### config.mk
export PLATFORM = sky130hd
export DESIGN_NAME = adc_scan_sequencer
export DESIGN_NICKNAME = d
export VERILOG_FILES = /design/src/rtl/adc_scan_sequencer.sv
export SDC_FILE = /design/constraint.sdc
export NUM_CORES = 1
export LEC_CHECK = 0
export CAP_MARGIN = 20
export CORE_ASPECT_RATIO = 2
export CORE_UTILIZATION = 40
export CTS_BUF_LIST = sky130_fd_sc_hd__clkbuf_8 sky130_fd_sc_hd__clkbuf_16
export CTS_CLUSTER_SIZE = 25
export DETAILED_ROUTE_END_ITERATION = 7
export SYNTH_ARGS = -nofsm -noshare
export SYNTH_HDL_FRONTEND = slang
export SYNTH_SLANG_ARGS = --single-unit
export TNS_END_PERCENT = 100
### constraint.sdc
create_clock -name clk -period 4.5 [get_ports clk]
set_clock_uncertainty 0.05 [all_clocks]
set_input_delay 1.125 -clock clk [delete_from_list [all_inputs] [get_ports clk]]
set_output_delay 1.125 -clock clk [all_outputs]
set_load 0.05 [all_outputs]
### src/rtl/adc_scan_sequencer.sv
// Purpose: autonomous round-robin scan controller for an 8-channel 12-bit SPI ADC;
//          generates cs_n/sclk/saddr, undoes the one-frame address pipeline, tags results.
// Latency: result of the address sent in frame N strobes at the first STOP cycle of frame N+1.
// Backpressure: none; res_stb is a fire-and-forget pulse, the bank holds the last value per channel.
// Ports: clk/rst (sync, active high); enable, ch_mask control the scan;
//        sdat/sclk/cs_n/saddr form the ADC serial link; busy is high outside IDLE;
//        res_stb/res_ch/res_data form the result stream; rd_ch/rd_data/rd_valid read the bank.
module adc_scan_sequencer #(
  parameter int DIV = 4,  // clk cycles per SCLK half-period, 2..255
  parameter int GAP = 2   // SCLK periods with cs_n high between frames, 1..15
) (
  input  logic        clk,
  input  logic        rst,
  input  logic        enable,
  input  logic [7:0]  ch_mask,
  input  logic        sdat,
  output logic        sclk,
  output logic        cs_n,
  output logic        saddr,
  output logic        busy,
  output logic        res_stb,
  output logic [2:0]  res_ch,
  output logic [11:0] res_data,
  input  logic [2:0]  rd_ch,
  output logic [11:0] rd_data,
  output logic        rd_valid
);

  typedef enum logic [1:0] {IDLE, START, SHIFT, STOP} state_t;

  localparam logic [12:0] HALF_LAST = 13'(DIV - 1);
  localparam logic [12:0] STOP_LAST = 13'(GAP * 2 * DIV - 1);

  state_t      state;
  logic [12:0] cnt;        // cycle counter within START, an SCLK half, or STOP
  logic [3:0]  per;        // SCLK period index inside SHIFT
  logic        hi_half;    // 0: sclk low half of the period, 1: high half
  logic [2:0]  addr;       // address sent in the current frame
  logic [2:0]  last_addr;  // round-robin pointer
  logic [2:0]  prev_addr;  // address whose data is being shifted in now
  logic        prev_ok;    // prev_addr refers to a real frame sent since IDLE
  logic [11:0] shreg;
  logic [11:0] bank [8];
  logic [7:0]  bank_vld;

  logic        go;
  logic [2:0]  nxt_addr;

  // Lowest set mask bit strictly above 'last', wrapping past 7 back to 0.
  function automatic logic [2:0] pick_next(input logic [7:0] mask, input logic [2:0] last);
    logic [2:0] c;
    logic       found;
    pick_next = last;
    found     = 1'b0;
    for (int i = 1; i <= 8; i++) begin
      c = last + 3'(i);
      if (!found && mask[c]) begin
        pick_next = c;
        found     = 1'b1;
      end
    end
  endfunction

  // Address bits go out MSB first in periods 2..4; the line is 0 otherwise.
  function automatic logic addr_bit(input logic [3:0] p, input logic [2:0] a);
    case (p)
      4'd2:    addr_bit = a[2];
      4'd3:    addr_bit = a[1];
      4'd4:    addr_bit = a[0];
      default: addr_bit = 1'b0;
    endcase
  endfunction

  assign go       = enable && (ch_mask != 8'h00);
  assign nxt_addr = pick_next(ch_mask, last_addr);

  always_ff @(posedge clk) begin
    if (rst) begin
      state     <= IDLE;
      cnt       <= '0;
      per       <= '0;
      hi_half   <= 1'b0;
      addr      <= '0;
      last_addr <= 3'd7;
      prev_addr <= '0;
      prev_ok   <= 1'b0;
      shreg     <= '0;
      sclk      <= 1'b1;
      cs_n      <= 1'b1;
      saddr     <= 1'b0;
      busy      <= 1'b0;
      res_stb   <= 1'b0;
      res_ch    <= '0;
      res_data  <= '0;
      bank_vld  <= '0;
      for (int i = 0; i < 8; i++) bank[i] <= '0;
    end else begin
      res_stb <= 1'b0;
      case (state)
        IDLE: begin
          cs_n  <= 1'b1;
          sclk  <= 1'b1;
          saddr <= 1'b0;
          busy  <= 1'b0;
          if (go) begin
            state     <= START;
            addr      <= nxt_addr;
            last_addr <= nxt_addr;
            cs_n      <= 1'b0;
            busy      <= 1'b1;
            cnt       <= '0;
          end
        end

        START: begin
          if (cnt == HALF_LAST) begin
            cnt     <= '0;
            state   <= SHIFT;
            per     <= '0;
            hi_half <= 1'b0;
            sclk    <= 1'b0;
            saddr   <= addr_bit(4'd0, addr);
          end else begin
            cnt <= cnt + 13'd1;
          end
        end

        SHIFT: begin
          if (cnt == HALF_LAST) begin
            cnt <= '0;
            if (!hi_half) begin
              // Rising SCLK edge: the ADC holds DOUT stable here.
              sclk    <= 1'b1;
              hi_half <= 1'b1;
              if (per >= 4'd4) shreg <= {shreg[10:0], sdat};
            end else if (per == 4'd15) begin
              state <= STOP;
              cs_n  <= 1'b1;
              saddr <= 1'b0;
              // Data just shifted in belongs to the previous frame's address.
              if (prev_ok) begin
                res_stb        <= 1'b1;
                res_ch         <= prev_addr;
                res_data       <= shreg;
                bank[prev_addr] <= shreg;
                bank_vld[prev_addr] <= 1'b1;
              end
              prev_addr <= addr;
              prev_ok   <= 1'b1;
            end else begin
              per     <= per + 4'd1;
              hi_half <= 1'b0;
              sclk    <= 1'b0;
              saddr   <= addr_bit(per + 4'd1, addr);
            end
          end else begin
            cnt <= cnt + 13'd1;
          end
        end

        STOP: begin
          if (cnt == STOP_LAST) begin
            cnt <= '0;
            if (go) begin
              state     <= START;
              addr      <= nxt_addr;
              last_addr <= nxt_addr;
              cs_n      <= 1'b0;
            end else begin
              // The pending address's data will never be fetched; drop it.
              state   <= IDLE;
              busy    <= 1'b0;
              prev_ok <= 1'b0;
            end
          end else begin
            cnt <= cnt + 13'd1;
          end
        end

        default: state <= IDLE;
      endcase
    end
  end

  assign rd_data  = bank[rd_ch];
  assign rd_valid = bank_vld[rd_ch];

endmodule

==> run summary, run 1 <==
Leakage: 3.63 nW
Post-CTS Setup Inserts: 0
routed vias/inst: 5.54
Total GRT Usage: 0.201
Filler Cell Count: 1,906
final core utilization: 0.468
DRC: 0
post-CTS sizing: 0
status: complete, no violations
die height: 208 um
achievable frequency: 252 MHz
RSZ-0062 raised after global routing: no
pwr dens: 510 mW/mm^2
Detail Route Antenna Nets: 0
peak fanout along the critical path: 26
CP Buf/Inv Count: 3
number of global-route vias before repair: 6,079
Worst path slowest cell: clkdlybuf4s50_1
PortBufs: 47
CTS Buffer Depth: 2
vias: 5,928
CTS Buf Count: 17
top cell type's share of synthesized area: 0.340
Crit path largest cell delay: 460 ps
Synth Cell Area: 0.00849 mm^2
area of the core: 0.0209 mm^2
Worst VDD drop: 0.000364 V
setup TNS: 0 ps
Area growth syn-to-layout: 15.3%
min cycle time layout: 3960 ps
Crit path arrival time: 2790 ps
CP top delay family: buffers and inverters
CTS root buf: clkbuf_16
Initial Util: 0.406
Starting DRT DRC Count: 297
syn_nets: 781
die area: 0.0218 mm^2
grt ovf: 0
synth unique cells: 63
post-DP HPWL: 15,500 um
number of warnings issued by yosys: 0
Skew-Pair Late Insertion Delay: 420 ps
Placer Congestion: 0.837
Layout Cells excl Fill: 1,070
Placed Cells: 1,038
Row Count: 75
final-report hold violation count: 0
Post-Route WL: 21,200 um
share of layout cells above drive strength 1: 0.175
largest net degree at the start of global routing: 55
CTS Hold Bufs: 0
top post-synthesis cells by area: edfxtp_1 34%, dfxtp_1 17%, mux4_2 9.0%, and2_1 6.7%, mux2i_1 4.1%
number of clock sinks: 166
Nets: 814
IO Count: 48
fin. max-slew vios: 0
mean area per synthesized cell: 11.2 um^2
clk slew on worst S/H paths: 60 ps
crit share post-route: 0.880
Crit path required time: 3320 ps
initial antenna violation count: 1
WS Path Type: in2out
wire per inst: 19.8 um
#FFs+latches synth: 166
worst-margin pin slew: 748 ps
die width: 105 um
Post-synth ARST share: 0
top_reg_cell synth: edfxtp_1
startpoint types: primary input
Hold WC Path Type: reg2reg
dominant cell type by area after synthesis: edfxtp_1
Pwr Total: 0.00499 W
critical-path cell list: clkdlybuf4s50_1 -> buf_4 -> mux4_2 -> mux2_2 -> buf_4
CTS H-Tree Depth: 4
sequential area share after synthesis: 0.505
drt pass-1 iters: 6
number of flops mapped to enable cells by yosys: 96
Crit. End Element: output pin
cells after synthesis: 755
most used cell, CP: buf_4
first-pass GRT wire length: 33,300 um
CTS tree: done
Rel. slew slack: 0.501
Final Setup Violations: 0
Max Cap Viol: 0
where the power goes:
group          internal (W)  switching [W]
registers           0.00168      0.0000750
logic              0.000737        0.00104
clock network      0.000865       0.000585
layer usage:
layer	global-route usage	up-vias	wire, um
met4	0.0763	0	437
met3	0.0279	25	660
met5	0	-	0
li1	-	2819	-
met2	0.412	141	12600
met1	0.194	2943	7520
registers in the layout, summed over array words and instances, names as in the netlist, 2 cells and up:
| name | cells |
|---|---|
| shreg | 12 |
| bank_vld | 8 |
| prev_addr | 3 |
| last_addr | 3 |
| state | 2 |
| res_ch | 3 |
| addr | 3 |
| bank | 96 |
| per | 4 |
| cnt | 13 |
| res_data | 12 |
cell usage in the layout (no fill, tap or decap), drive strengths merged, types with 3 or more instances in the layout:
cell type      netlist  final
edfxtp              96     96
and2                91     91
dfxtp               70     70
nand2               62     62
nor2                52     52
a21oi               39     39
buf                 13     37
mux2i               35     35
mux4                35     35
clkdlybuf4s50        0     32
o21ai               27     27
mux2                22     22
nand3               19     19
and3                18     18
clkbuf              42     17
inv                 14     17
nor3                13     13
a21o                11     11
ha                  11     11
or2                  8      8
xnor2                7      7
nand4                6      6
nor2b                6      6
xor2                 5      5
clkinv               0      5
a211oi               4      4
or4                  3      3
or3                  3      3
a22oi                3      3
o221ai               3      3
bufinv               0      3
clkinvlp             0      3
nor4                 3      3
kinds of logic (layout without fill, tap and decap cells):
logic type / after synthesis / count (layout) / synth area share
DFF: 166 / 166 / 0.505
AOI/OAI and AO/OA: 111 / 111 / 0.0833
buffers and inverters: 69 / 114 / 0.0346
and+or+nand+nor: 294 / 294 / 0.185
muxes: 92 / 92 / 0.164
adders and majority gates: 11 / 11 / 0.0162
xor gates and xnor gates: 12 / 12 / 0.0124
other: 0 / 1 / 0
final timing paths:
| check | startpoint | endpoint | slack [ps] | cells past startpoint |
|---|---|---|---|---|
| max | rd_ch[1] | rd_data[4] | 540 | 5 |
| min | bank_vld[2]$_SDFFE_PP0P_ | bank_vld[2]$_SDFFE_PP0P_ | 410 | 1 |
| max reg2reg | last_addr[0]$_SDFFE_PP1P_ | addr[0]$_SDFFE_PP0P_ | 940 | 9 |
| min reg2reg | bank_vld[2]$_SDFFE_PP0P_ | bank_vld[2]$_SDFFE_PP0P_ | 410 | 1 |
per-stage QoR:
step | area (um^2) | setup slack (ps) | hold slack [ps]
finish | 9780 | 538 | 409
global route | 9780 | 468 | 430
CTS | 9780 | 515 | 408
detailed placement | 9200 | 520 | 394
global placement | 9200 | 525 | 388
floorplan | 8490 | 310 | 371
cell usage after synthesis (all sizes together), types with 13 or more instances:
cell    instances
edfxtp         96
and2           91
dfxtp          70
nand2          62
nor2           52
clkbuf         42
a21oi          39
mux2i          35
mux4           35
o21ai          27
mux2           22
nand3          19
and3           18
inv            14
buf            13
nor3           13
final cells by class:
type | count | area, um^2 | share of cell area
Sequential cell | 166 | 4280 | 0.438
Multi-Input combinational cell | 520 | 3920 | 0.400
Timing Repair Buffer | 69 | 606 | 0.0619
Clock buffer | 17 | 425 | 0.0435
Tap cell | 269 | 337 | 0.0344
Clock inverter | 14 | 160 | 0.0164
Inverter | 14 | 52.6 | 0.00537
Antenna cell | 1 | 2.50 | 0.000256
No activity file was read; power rests on OpenSTA's default activity.
==> run 2, diff against run 1 <==
Settings changed: GPL_ROUTABILITY_DRIVEN set to 0.
==> run 2 against run 1 <==
  * First-iteration DRC count grew 2.4%
  * Worst setup slack got worse by 18 ps
  * Utilization increased by 0.14 points
  * Fmax decreased by 0.45%
  * Routed wire length up 3.4%
  * Critical path depth stayed put
  * Non-clock buffer count increased by 2
  * Design area up 0.31%
  * Hold slack improved by 0.86 ps
  * Sequential share of layout area fell by 0.13 points
  * Sequential cell count did not move
  * Largest cell class unchanged
  * Largest power group unchanged
==> run summary, run 2 (same netlist as run 1, synthesis figures left out) <==
Crit. End Element: output pin
WL met1: 7480 um (-0.51%)
worst-margin pin slew: 884 ps (+137 ps)
Worst Setup SP: rd_ch[1]
Hold WC Path Type: reg2reg
Starting DRT DRC Count: 304 (+2.4%)
Leakage: 3.63 nW (about the same)
largest reg by FF count: bank
commonest non-fill, non-tap cells in the layout: 96 x edfxtp_1, 91 x and2_1, 70 x dfxtp_1
Detail Route Antenna Nets: 0 (unchanged)
Crit path required time: 3320 ps (about the same)
vias: 5,945 (+0.29%)
grt ovf: 0 (unchanged)
max FFs per register: 96 (unchanged)
Area growth syn-to-layout: 15.6%
status: complete, no violations
critical-path cell list: clkdlybuf4s50_1 -> buf_4 -> mux4_2 -> mux2_2 -> buf_4
Nets: 816 (+0.25%)
PortBufs: 47 (unchanged)
startpoint types: primary input
achievable frequency: 251 MHz (-0.45%)
Worst VDD drop: 0.000411 V (+13%)
WL met3: 680 um (+3.0%)
Rel. slew slack: 0.405 (-0.0961)
pwr dens: 514 mW/mm^2 (+0.81%)
CP Buf/Inv Count: 3 (unchanged)
final-report hold violation count: 0 (unchanged)
RSZ-0062 raised after global routing: no
clk slew on worst S/H paths: 60 ps (about the same)
routed wl met2: 13,300 um (+5.6%)
area of the core: 0.0209 mm^2 (unchanged)
min cycle time layout: 3980 ps (+17.8 ps)
DRC: 0 (unchanged)
CTS Buffer Depth: 2 (unchanged)
post-CTS sizing: 0 (unchanged)
leading cell type in the layout, fill and taps excluded: edfxtp_1
Post-Route WL: 21,900 um (+3.4%)
first-pass GRT wire length: 33,800 um (+1.7%)
crit share post-route: 0.884 (+0.00396)
routed vias/inst: 5.55 (about the same)
wire per inst: 20.5 um (+3.2%)
drt pass-1 iters: 5 (-1)
Post-CTS Setup Inserts: 0 (unchanged)
Skew-Pair Late Insertion Delay: 420 ps (about the same)
CTS H-Tree Depth: 4 (unchanged)
number of clock sinks: 166 (unchanged)
Top Metal Used: met4
peak fanout along the critical path: 26 (unchanged)
die height: 208 um (unchanged)
Filler Cell Count: 1,908 (+0.10%)
hold_sp: res_ch[0]$_SDFFE_PP0P_
WS Path Type: in2out
initial antenna violation count: 1 (unchanged)
Critical R2R Launch: last_addr[0]$_SDFFE_PP1P_
Final Setup Violations: 0 (unchanged)
Pwr Total: 0.00504 W (+1.1%)
post-DP HPWL: 15,700 um (+1.7%)
die width: 105 um (unchanged)
Total GRT Usage: 0.207 (+0.00632)
CTS root buf: clkbuf_16
CTS Buf Count: 17 (unchanged)
number of global-route vias before repair: 6,033 (-0.76%)
most used cell, CP: buf_4
setup TNS: 0 ps (unchanged)
fin. max-slew vios: 0 (unchanged)
Row Count: 75 (unchanged)
CTS tree: done
share of layout cells above drive strength 1: 0.181 (+0.00580)
Largest regs: bank x96, cnt x13
Worst path slowest cell: clkdlybuf4s50_1
largest net degree at the start of global routing: 54 (-1.8%)
Initial Util: 0.406 (unchanged)
Crit path largest cell delay: 460 ps (about the same)
Crit path arrival time: 2800 ps (about the same)
CP top delay family: buffers and inverters
IO Count: 48 (unchanged)
die area: 0.0218 mm^2 (unchanged)
CTS Hold Bufs: 0 (unchanged)
Max Cap Viol: 0 (unchanged)
[run 2: changes by cell type in the layout (fill, tap and decap cells not counted), sizes merged]
cell and change:
buf +2, clkinv -4, clkinvlp +3, inv +1
[run 2: layer usage]
metal	up-vias	track usage
met1	2955	0.194
met4	0	0.0787
met2	150	0.434
met5	-	0
met3	25	0.0273
li1	2815	-
[run 2: report_power, final]
group / internal, W / switching [W] / leakage [nW] / total, W
clock network: 0.000876 / 0.000622 / 0.276 / 0.00150
logic: 0.000750 / 0.00104 / 1.80 / 0.00179
registers: 0.00168 / 0.0000741 / 1.55 / 0.00176
total: 0.00331 / 0.00173 / 3.63 / 0.00504
[run 2: worst reg2reg max path, delay by kind of cell, from the launching register on]
| family | cells | cell delay [ps] |
|---|---|---|
| AOI/OAI and AO/OA | 2 | 440 |
| adders and majority gates | 1 | 770 |
| buffers and inverters | 1 | 120 |
| DFF | 1 | 350 |
| muxes | 2 | 730 |
| and+or+nand+nor | 3 | 950 |
[run 2: worst paths after layout]
path	slack, ps	end	depth (start not counted)
min reg2reg	410	res_ch[0]$_SDFFE_PP0P_	2
min	410	res_ch[0]$_SDFFE_PP0P_	2
max reg2reg	1040	addr[0]$_SDFFE_PP0P_	9
max	520	rd_valid	5
[run 2: cell type report]
| cell class | count | area [um^2] | area share |
|---|---|---|---|
| Timing Repair Buffer | 71 | 621 | 0.0632 |
| Sequential cell | 166 | 4280 | 0.437 |
| Inverter | 14 | 52.6 | 0.00535 |
| Clock inverter | 14 | 175 | 0.0178 |
| Tap cell | 269 | 337 | 0.0343 |
| Multi-Input combinational cell | 520 | 3920 | 0.399 |
| Antenna cell | 1 | 2.50 | 0.000255 |
| Clock buffer | 17 | 425 | 0.0433 |
[run 2: stage by stage]
step | hold WS (ps) | setup WS [ps] | utilization | instance area [um^2] | std cells
after floorplan | 371 | 310 | - | 8490 | 755
after global placement | 382 | 521 | 0.440 | 9210 | 1040
after detailed placement | 394 | 500 | 0.440 | 9210 | 1040
after CTS | 409 | 497 | 0.469 | 9810 | 1071
after global routing | 421 | 458 | 0.469 | 9810 | 1071
final | 410 | 520 | 0.469 | 9810 | 1072
==> run 3, diff against run 2 <==
Settings changed: CORE_MARGIN set to 1.
==> results of run 3 <==
No change in the layout: final DEF, timing and power equal those of run 2.
